--- src/rtl/timer_pkg.sv ---
// Shared types and constants for the programmable timer (TIMA/TMA/TAC).
// Build option: TIMER_GLITCH_EN (see timer_tick_sel) changes tick generation only.
package timer_pkg;

  typedef enum logic [1:0] {
    TST_RUN,
    TST_OVF,
    TST_RELOAD
  } timer_state_t;

  // TAC[1:0] clock select, named by the resulting TIMA increment rate
  typedef enum logic [1:0] {
    TAC_4096,
    TAC_262144,
    TAC_65536,
    TAC_16384
  } tac_clk_t;

  // Unimplemented TAC bits read back as ones
  localparam logic [7:0] TAC_RD_MASK = 8'hF8;

endpackage

--- src/rtl/timer_ctrl_if.sv ---
// CPU register bus for the timer: address decodes, strobes and data.
// The CPU side uses master, the timer uses slave.
interface timer_ctrl_if;

  logic       sel_tima;
  logic       sel_tma;
  logic       sel_tac;
  logic       cpu_wr;
  logic       cpu_rd;
  logic [7:0] d_in;
  logic [7:0] d_out;
  logic       d_oe;

  modport master (
    output sel_tima, sel_tma, sel_tac, cpu_wr, cpu_rd, d_in,
    input  d_out, d_oe
  );

  modport slave (
    input  sel_tima, sel_tma, sel_tac, cpu_wr, cpu_rd, d_in,
    output d_out, d_oe
  );

endinterface

--- src/rtl/timer_tick_sel.sv ---
// Divider tap select and falling-edge detect producing the TIMA increment tick.
// TIMER_GLITCH_EN defined: the enable is folded into the sampled signal, so
//   disabling the timer or switching taps while the tap is high makes a tick.
// TIMER_GLITCH_EN undefined: ticks are gated by the enable and suppressed in
//   the clk after a TAC write, so TAC writes never make ticks.
module timer_tick_sel
  import timer_pkg::*;
(
  input  logic       clk,
  input  logic       nreset,
  input  logic [3:0] div_tap,
  input  logic [2:0] tac,
  input  logic       tac_wr,
  output logic       tick
);

  logic tap_sel;
  logic tsig;
  logic tsig_q;

  // Pick the divider tap named by TAC[1:0]
  always_comb begin
    tap_sel = div_tap[0];
    case (tac_clk_t'(tac[1:0]))
      TAC_4096:   tap_sel = div_tap[0];
      TAC_262144: tap_sel = div_tap[1];
      TAC_65536:  tap_sel = div_tap[2];
      TAC_16384:  tap_sel = div_tap[3];
      default:    tap_sel = div_tap[0];
    endcase
  end

`ifdef TIMER_GLITCH_EN
  logic unused_tac_wr;
  assign unused_tac_wr = tac_wr;
  assign tsig          = tap_sel & tac[2];

  // Edge history of the gated tap
  always_ff @(posedge clk or negedge nreset) begin
    if (!nreset) tsig_q <= 1'b0;
    else         tsig_q <= tsig;
  end

  assign tick = tsig_q & ~tsig;
`else
  logic tac_wr_q;
  assign tsig = tap_sel;

  // Edge history of the raw tap, plus a marker for the clk after a TAC write
  always_ff @(posedge clk or negedge nreset) begin
    if (!nreset) begin
      tsig_q   <= 1'b0;
      tac_wr_q <= 1'b0;
    end else begin
      tsig_q   <= tsig;
      tac_wr_q <= tac_wr;
    end
  end

  assign tick = tsig_q & ~tsig & tac[2] & ~tac_wr_q;
`endif

endmodule

--- src/rtl/timer_ctrl.sv ---
// Programmable timer: TIMA/TMA/TAC registers, overflow/reload sequencing and
// a one-clk interrupt pulse in the reload cycle.
// Build option: TIMER_GLITCH_EN (passed through to timer_tick_sel).
//
//   state       | meaning
//   TST_RUN     | TIMA counts ticks
//   TST_OVF     | TIMA overflowed, reads 00, waiting out the reload delay
//   TST_RELOAD  | one clk: TIMA <= TMA, irq_timer high
module timer_ctrl
  import timer_pkg::*;
#(
  parameter int RELOAD_DELAY = 4
) (
  input  logic               clk,
  input  logic               nreset,
  input  logic [3:0]         div_tap,
  timer_ctrl_if.slave        bus,
  output logic               irq_timer
);

  localparam int DLY_W = (RELOAD_DELAY > 1) ? $clog2(RELOAD_DELAY) : 1;

  timer_state_t state, state_nxt;
  logic [7:0]       tima, tima_nxt;
  logic [7:0]       tma;
  logic [2:0]       tac;
  logic [DLY_W-1:0] dly, dly_nxt;
  logic             irq_nxt;
  logic             tick;
  logic             wr_tima, wr_tma, wr_tac;
  logic [7:0]       tma_eff;

  assign wr_tima = bus.sel_tima & bus.cpu_wr;
  assign wr_tma  = bus.sel_tma  & bus.cpu_wr;
  assign wr_tac  = bus.sel_tac  & bus.cpu_wr;
  // A TMA write in the reload cycle must be the value that lands in TIMA
  assign tma_eff = wr_tma ? bus.d_in : tma;

  timer_tick_sel u_tick_sel (
    .clk     (clk),
    .nreset  (nreset),
    .div_tap (div_tap),
    .tac     (tac),
    .tac_wr  (wr_tac),
    .tick    (tick)
  );

  // TMA and TAC are plain CPU-written registers
  always_ff @(posedge clk or negedge nreset) begin
    if (!nreset) begin
      tma <= 8'h00;
      tac <= 3'b000;
    end else begin
      if (wr_tma) tma <= bus.d_in;
      if (wr_tac) tac <= bus.d_in[2:0];
    end
  end

  // FSM state register
  always_ff @(posedge clk or negedge nreset) begin
    if (!nreset) state <= TST_RUN;
    else         state <= state_nxt;
  end

  // Next-state: overflow entry, reload delay expiry, CPU cancel from OVF
  always_comb begin
    state_nxt = state;
    case (state)
      TST_RUN: begin
        if (!wr_tima && tick && (tima == 8'hFF))
          state_nxt = (RELOAD_DELAY == 1) ? TST_RELOAD : TST_OVF;
      end
      TST_OVF: begin
        if (wr_tima)       state_nxt = TST_RUN;
        else if (dly == '0) state_nxt = TST_RELOAD;
      end
      TST_RELOAD: state_nxt = TST_RUN;
      default:    state_nxt = TST_RUN;
    endcase
  end

  // Outputs of the FSM: TIMA update, delay counter and interrupt request
  always_comb begin
    tima_nxt = tima;
    dly_nxt  = dly;
    irq_nxt  = (state_nxt == TST_RELOAD);
    case (state)
      TST_RUN: begin
        if (wr_tima) begin
          tima_nxt = bus.d_in;
        end else if (tick) begin
          if (tima == 8'hFF) begin
            tima_nxt = 8'h00;
            dly_nxt  = DLY_W'(RELOAD_DELAY - 1);
          end else begin
            tima_nxt = tima + 8'd1;
          end
        end
      end
      TST_OVF: begin
        if (wr_tima)         tima_nxt = bus.d_in;
        else if (dly != '0)  dly_nxt  = dly - DLY_W'(1);
      end
      TST_RELOAD: tima_nxt = tma_eff;
      default:    tima_nxt = tima;
    endcase
  end

  // TIMA, delay counter and registered interrupt
  always_ff @(posedge clk or negedge nreset) begin
    if (!nreset) begin
      tima      <= 8'h00;
      dly       <= '0;
      irq_timer <= 1'b0;
    end else begin
      tima      <= tima_nxt;
      dly       <= dly_nxt;
      irq_timer <= irq_nxt;
    end
  end

  assign bus.d_oe = bus.cpu_rd & (bus.sel_tima | bus.sel_tma | bus.sel_tac);

  // Combinational read mux, no side effects
  always_comb begin
    bus.d_out = 8'h00;
    if (bus.sel_tima)     bus.d_out = tima;
    else if (bus.sel_tma) bus.d_out = tma;
    else if (bus.sel_tac) bus.d_out = TAC_RD_MASK | {5'b00000, tac};
  end

endmodule

--- src/flat_wrapper.sv ---
// flat-port wrapper written by rule: the top's interface ports become plain ports
module timer_ctrl_flat import timer_pkg::*;
#(
  parameter int RELOAD_DELAY = 4
)
  (clk, nreset, div_tap, irq_timer, bus_sel_tima, bus_sel_tma, bus_sel_tac, bus_cpu_wr, bus_cpu_rd, bus_d_in, bus_d_out, bus_d_oe);
  timer_ctrl_if bus_i ();
  input  logic clk;
  input  logic nreset;
  input  logic [3:0] div_tap;
  output logic irq_timer;
  input wire logic [$bits(bus_i.sel_tima)-1:0] bus_sel_tima;
  input wire logic [$bits(bus_i.sel_tma)-1:0] bus_sel_tma;
  input wire logic [$bits(bus_i.sel_tac)-1:0] bus_sel_tac;
  input wire logic [$bits(bus_i.cpu_wr)-1:0] bus_cpu_wr;
  input wire logic [$bits(bus_i.cpu_rd)-1:0] bus_cpu_rd;
  input wire logic [$bits(bus_i.d_in)-1:0] bus_d_in;
  output wire logic [$bits(bus_i.d_out)-1:0] bus_d_out;
  output wire logic [$bits(bus_i.d_oe)-1:0] bus_d_oe;
  assign bus_i.sel_tima = bus_sel_tima;
  assign bus_i.sel_tma = bus_sel_tma;
  assign bus_i.sel_tac = bus_sel_tac;
  assign bus_i.cpu_wr = bus_cpu_wr;
  assign bus_i.cpu_rd = bus_cpu_rd;
  assign bus_i.d_in = bus_d_in;
  assign bus_d_out = bus_i.d_out;
  assign bus_d_oe = bus_i.d_oe;
  timer_ctrl #(.RELOAD_DELAY(RELOAD_DELAY)) u_core (.clk(clk), .nreset(nreset), .div_tap(div_tap), .bus(bus_i), .irq_timer(irq_timer));
endmodule
--- config.mk ---
export PLATFORM = sky130hd
export DESIGN_NAME = timer_ctrl_flat
export DESIGN_NICKNAME = d
export VERILOG_FILES = /design/src/rtl/timer_pkg.sv /design/src/rtl/timer_ctrl_if.sv /design/src/rtl/timer_tick_sel.sv /design/src/rtl/timer_ctrl.sv /design/src/flat_wrapper.sv
export SDC_FILE = /design/constraint.sdc
export NUM_CORES = 1
export LEC_CHECK = 0
export ABC_CLOCK_PERIOD_IN_PS = 2500
export CAP_MARGIN = 20
export CORE_MARGIN = 4
export CORE_UTILIZATION = 52
export DETAILED_ROUTE_END_ITERATION = 10
export MAX_ROUTING_LAYER = met4
export PLACE_DENSITY_LB_ADDON = 0.05
export SETUP_SLACK_MARGIN = 0.5
export SLEW_MARGIN = 20
export SYNTH_ARGS = -nofsm -noshare
export SYNTH_HDL_FRONTEND = slang
export SYNTH_SLANG_ARGS = --single-unit
--- constraint.sdc ---
create_clock -name clk -period 2.5 [get_ports clk]
set_clock_uncertainty 0.1 [all_clocks]
set_input_delay 0.5 -clock clk [delete_from_list [all_inputs] [get_ports clk]]
set_output_delay 0.5 -clock clk [all_outputs]
set_load 0.05 [all_outputs]
# After elaboration in Yosys (flattened, before gate mapping)
# Cells that the tools add are included.
[classes]
add_sub_neg = 2
n_eq_ne = 14
muxes = 20
bitwise_logic = 11
n_reduce_logical = 11
[op_table]
columns = ["operator", "count"]
rows = [
  ["two-way mux 8 bit", 8],
  ["one-hot mux 8 bit (3 select lines)", 1],
  ["two-way mux 2 bit", 8],
  ["adder 8 x 1 -> 8 bit, second input constant", 1],
  ["== test 2 bit, second input constant", 4],
  ["== test 8 bit, second input constant", 1],
  ["inequality test 2 x 1 -> 1 bit, second input constant", 4],
  ["one-hot mux 2 bit (2 select lines)", 2],
  ["AND 1 bit", 7],
  ["logical NOT 2 bit", 3],
  ["AND reduction 6 bit", 1],
  ["== test 2 x 1 -> 1 bit, second input constant", 2],
  ["inequality test 2 bit, second input constant", 2],
  ["one-hot mux 1 bit (4 select lines)", 1],
  ["nonzero test 2 bit", 2],
  ["inequality test 3 x 1 -> 1 bit, second input constant", 1],
  ["AND reduction 3 bit", 1],
  ["nonzero test 3 bit", 1],
  ["logical AND 1 bit", 2],
  ["inverter 1 bit", 2],
  ["OR 1 bit", 2],
  ["subtractor 2 x 1 -> 2 bit, second input constant", 1],
  ["logical NOT 1 bit", 1],
]
[word_totals]
regBits = 26
input_bits = 19

# Longest topological paths before layout
[logic_depth]
word_depth = 11
depth_mapped = 8
mapped_depth_nobuf = 7

# By module
# From an unflattened synthesis, not the netlist that was laid out.
[unflattened]
cells_unflattened = 197
area_unflattened_um2 = 1775.5
[modules_own_cells]
columns = ["mod", "n_inst", "cells_each", "area_per_inst_um2", "seq_area_each_um2"]
rows = [
  ["timer_ctrl", 1, 193, 1690.4, 600.6],
  ["timer_tick_sel", 1, 4, 85.1, 50.0],
]

# Worst setup path after synthesis
# No wires, ideal clock.
[synth_timing]
path_kind = "in2out"
start = "input bus_sel_tima"
end = "output bus_d_out[5]"
arrival_ps = 1985
required_ps = 1900
setup_slack_ps = -85
path_stages = 3
path_buffers = 2
cell_sequence = "clkbuf_1 -> clkbuf_1 -> o21ai_0"
[synth_between]
elab_chain_len = 1
[synth_lines]
columns = ["element", "line_no", "source"]
rows = [
  ["start: declaration", "flat_wrapper.sv:12", "input wire logic [$bits(bus_i.sel_tima)-1:0] bus_sel_tima;"],
  ["two-way mux 8 bit", "timer_ctrl.sv:127", "if (bus.sel_tima) bus.d_out = tima;"],
  ["end: declaration", "flat_wrapper.sv:18", "output wire logic [$bits(bus_i.d_out)-1:0] bus_d_out;"],
]
# Every way passes these cells.

# Worst setup path in the final report
[layout_timing]
start = "register u_core.tac[0]"
end = "output bus_d_out[0]"
[layout_between]
elab_chain_len = 3
[layout_lines]
columns = ["element", "line_no", "source"]
rows = [
  ["start: declaration", "timer_ctrl.sv:26", "logic [2:0] tac;"],
  ["start signal: assignment", "timer_ctrl.sv:55", "if (wr_tac) tac <= bus.d_in[2:0];"],
  ["two-way mux 8 bit", "timer_ctrl.sv:129", "else if (bus.sel_tac) bus.d_out = TAC_RD_MASK | {5'b00000, tac};"],
  ["two-way mux 8 bit", "timer_ctrl.sv:128", "else if (bus.sel_tma) bus.d_out = tma;"],
  ["two-way mux 8 bit", "timer_ctrl.sv:127", ""],
]
# Every way passes these cells.

==> impl_metrics.yaml <==
detailed_routing:
  routedWlPerCell_um: 19.89
  vias: 1745
  post-route-drc-count: 0
  wirelength_mm: 5.430
  first_pass_iters: 4
  ant_nets: 0
  viasPerCell: 6.392
  drt_iter0_markers: 186
floorplanning:
  die_h_um: 64.68
  num_rows: 20
  start_util_pct: 54.71
  die_w_um: 64.68
  dieArea_sq_um: 4183
  num_io_pins: 29
  fp.coreArea_sq_um: 3053
outcome:
  status: "completed"
sta:
  rsz0062_at_grt: "yes"
  max_freq_ghz: 0.4637
  finalCritPeriodShare_pct: 86.26
  setup_viol: 0
  finalHoldViolCount: 0
  worstMarginPinSlew_ns: 0.4854
  finalCriticalPeriod_ns: 2.157
  final-max-slew-violation-count: 0
  relSlewSlack_pct: 67.77
  setup-tns-final_ns: 0
  whs_ns: 0.4190
place:
  dpl-instance-area_sq_um: 2188
  io_buffer_count: 28
  post-dp-hpwl_mm: 3.388
  gp_congestion: 0.8947
worst_setup_path:
  required_ns: 1.90
  critPathKind: "reg2out"
  start_kind: "flip-flop"
  crit_end: "bus_d_out[0]"
  worst_ep_arrival_time_ns: 1.56
  cp-end-kind: "output pin"
  rr_startpoint: "u_core.tac[0]"
  critPathLaunch: "u_core.tac[0]"
  r2r_cells: 8
  critPathMaxFanout: 2
  r2r_slack_ns: 0.35
  worst_r2r_endpoint: "u_core.tima[1]"
cts:
  htreeDepth: 1
  clockBufferDepth: 2
  cts.sinks: 26
  cts_made_buffers: 3
  insertion_delay_ns: 0.34
  cts_hold_buf: 0
  cts_tree: "done"
  root_buffer: "clkbuf_4"
  cts.clk_slew.worst_paths_ns: 0.15
synthesis:
  synth_area_leaders: "dfrtp_1 (39%), mux2_2 (7.4%), a221oi_1 (5.2%), nand2_1 (5.2%), ha_1 (4.5%)"
  syn_inst: 180
  yosysTopAreaCell: "dfrtp_1"
  yosysWarnings: 0
  synth_seq_area_share_pct: 38.95
  ys_seq_elements: 26
  netlist_area_sq_um: 1670
  avgSynthCellArea_sq_um: 9.280
  netlist.area_leader.share_pct: 38.95
  syn_nets: 205
  synth.distinct_cells: 40
power:
  power_w: 0.001576
  ir_worst_vdd_uv: 531.0
  p_leak_nw: 1.076
  p_per_area_nw_per_um2: 630.5
grt:
  grt_pass1_vias: 1749
  antenna_found_initial: 0
  grt_overflow: 0
  grt_pass1_wl_mm: 8.652
  grt_use_total_pct: 27.01
  grt_max_degree: 27
cells_and_area:
  drive_above_1_share_pct: 38.43
  fin_area_sq_um: 2499
  n_antenna_cell: 0
  syn_to_final_growth_pct: 49.59
  fin_nets: 255
flow_run:
  cap_viol_max_count: 0
worst_hold_path:
  hold_class: "in2async"
-- area by class of cell --
class                           instances  area, sq um
Inverter                               10        37.54
Fill cell                             191        554.3
Tap cell                               44        55.05
Multi-Input combinational cell        135         1110
Sequential cell                        26        650.6
Timing Repair Buffer                   54        609.3
Clock buffer                            4        36.28
-- where the power goes --
group	internal [W]	total, W	switching [W]
Sequential	0.000503	0.000615	0.000112
Combinational	0.000357	0.000736	0.000379
Clock	0.0000894	0.000224	0.000135
-- state kept, by name, summed over array words and instances, names as in the netlist --
name,cells
u_core.dly,2
u_core.irq_timer,1
u_core.state,2
u_core.tac,3
u_core.tima,8
u_core.tma,8
u_core.u_tick_sel.tac_wr_q,1
u_core.u_tick_sel.tsig_q,1
-- layout by cell type (no fill, tap or decap), types with 3 or more instances in the layout --
master           instances
nand2_2                  3
buf_12                  11
dlygate4sd2_1            6
nand2_1                 20
o31ai_1                  3
inv_1                   10
nand3_1                  3
clkbuf_4                 3
o21ai_0                  7
and4_1                   3
mux2_2                  11
buf_6                    5
ha_1                     5
a221oi_1                 9
clkdlybuf4s50_1         11
a21oi_2                  6
a21oi_1                  7
o21ai_2                  7
dfrtp_1                 26
nor2_1                  10
buf_4                   18
-- synthesized netlist by cell type --
cell type,instances
dfrtp_1,26
nand2_1,23
o21ai_0,15
a21oi_1,13
nor2_1,12
mux2_2,11
a221oi_1,10
inv_1,10
clkbuf_1,8
ha_1,6
a211oi_1,4
o31ai_1,4
and4_1,3
nand3_1,3
o221ai_1,3
a211o_1,2
a22o_1,2
and2_1,2
mux2i_1,2
a221o_1,1
a2bb2oi_1,1
a31o_2,1
a31oi_1,1
and4bb_2,1
buf_2,1
mux4_2,1
nand3_4,1
nor2b_1,1
nor3_1,1
nor3b_1,1
nor4_1,1
o211ai_1,1
o2bb2ai_1,1
o311a_1,1
o31a_1,1
o31ai_2,1
o32ai_1,1
o41ai_1,1
xnor2_1,1
xor2_1,1
-- cells by family (layout without fill, tap and decap cells) --
group	after synthesis	after routing	synth area share, %
xor gates and xnor gates	2	2	1.049
muxes	14	14	9.963
buffers and inverters	19	68	4.345
DFF	26	26	38.95
and+or+nand+nor	49	49	14.38
AOI/OAI and AO/OA	64	64	26.82
adders and majority gates	6	6	4.494
-- worst max-delay path: stages, from the launching register on --
cell and delay (ns):
dfrtp_1 0.42, buf_4 0.14, buf_4 0.14, nand2_2 0.05
nor2_2 0.04, a211oi_2 0.19, a21oi_2 0.08, buf_12 0.15
-- per-layer routing --
| layer | GRT usage (%) | part of all wire, % |
|---|---|---|
| met2 | 45.75 | 51 |
| met3 | 6.066 | 5.3 |
| met5 | - | 0 |
| met1 | 33.04 | 41 |
| met4 | 6.069 | 3.5 |
-- per-stage QoR --
stage	util, %	worst slack, ns	instances
2_1_floorplan	-	0.2099	180
3_3_place_gp	71.68	-0.2052	260
3_5_place_dp	71.68	-0.3958	260
4_1_cts	78.28	0.3146	269
5_1_grt	81.84	0.2612	273
6_report	81.84	0.3435	273
-- repair_timing --
action                                  CTS  global route
hold endpoints to repair                  0             0
endpoints found under the setup margin   22            20
gates resized for setup                  38            19
cloned                                    0             1
pin swaps                                 9             7
buffers inserted                          5             3
-- worst min-delay path by stage --
| stage | end | slack [ns] |
|---|---|---|
| 2_1_floorplan | u_core.dly[0] | 0.10 |
| 3_3_place_gp | u_core.tma[7] | 0.41 |
| 3_5_place_dp | u_core.tma[7] | 0.42 |
| 4_1_cts | u_core.u_tick_sel.tsig_q | 0.43 |
| 5_1_grt | u_core.tac[2] | 0.42 |
| 6_report | u_core.u_tick_sel.tsig_q | 0.42 |
Power figures use the tool's default switching activity.
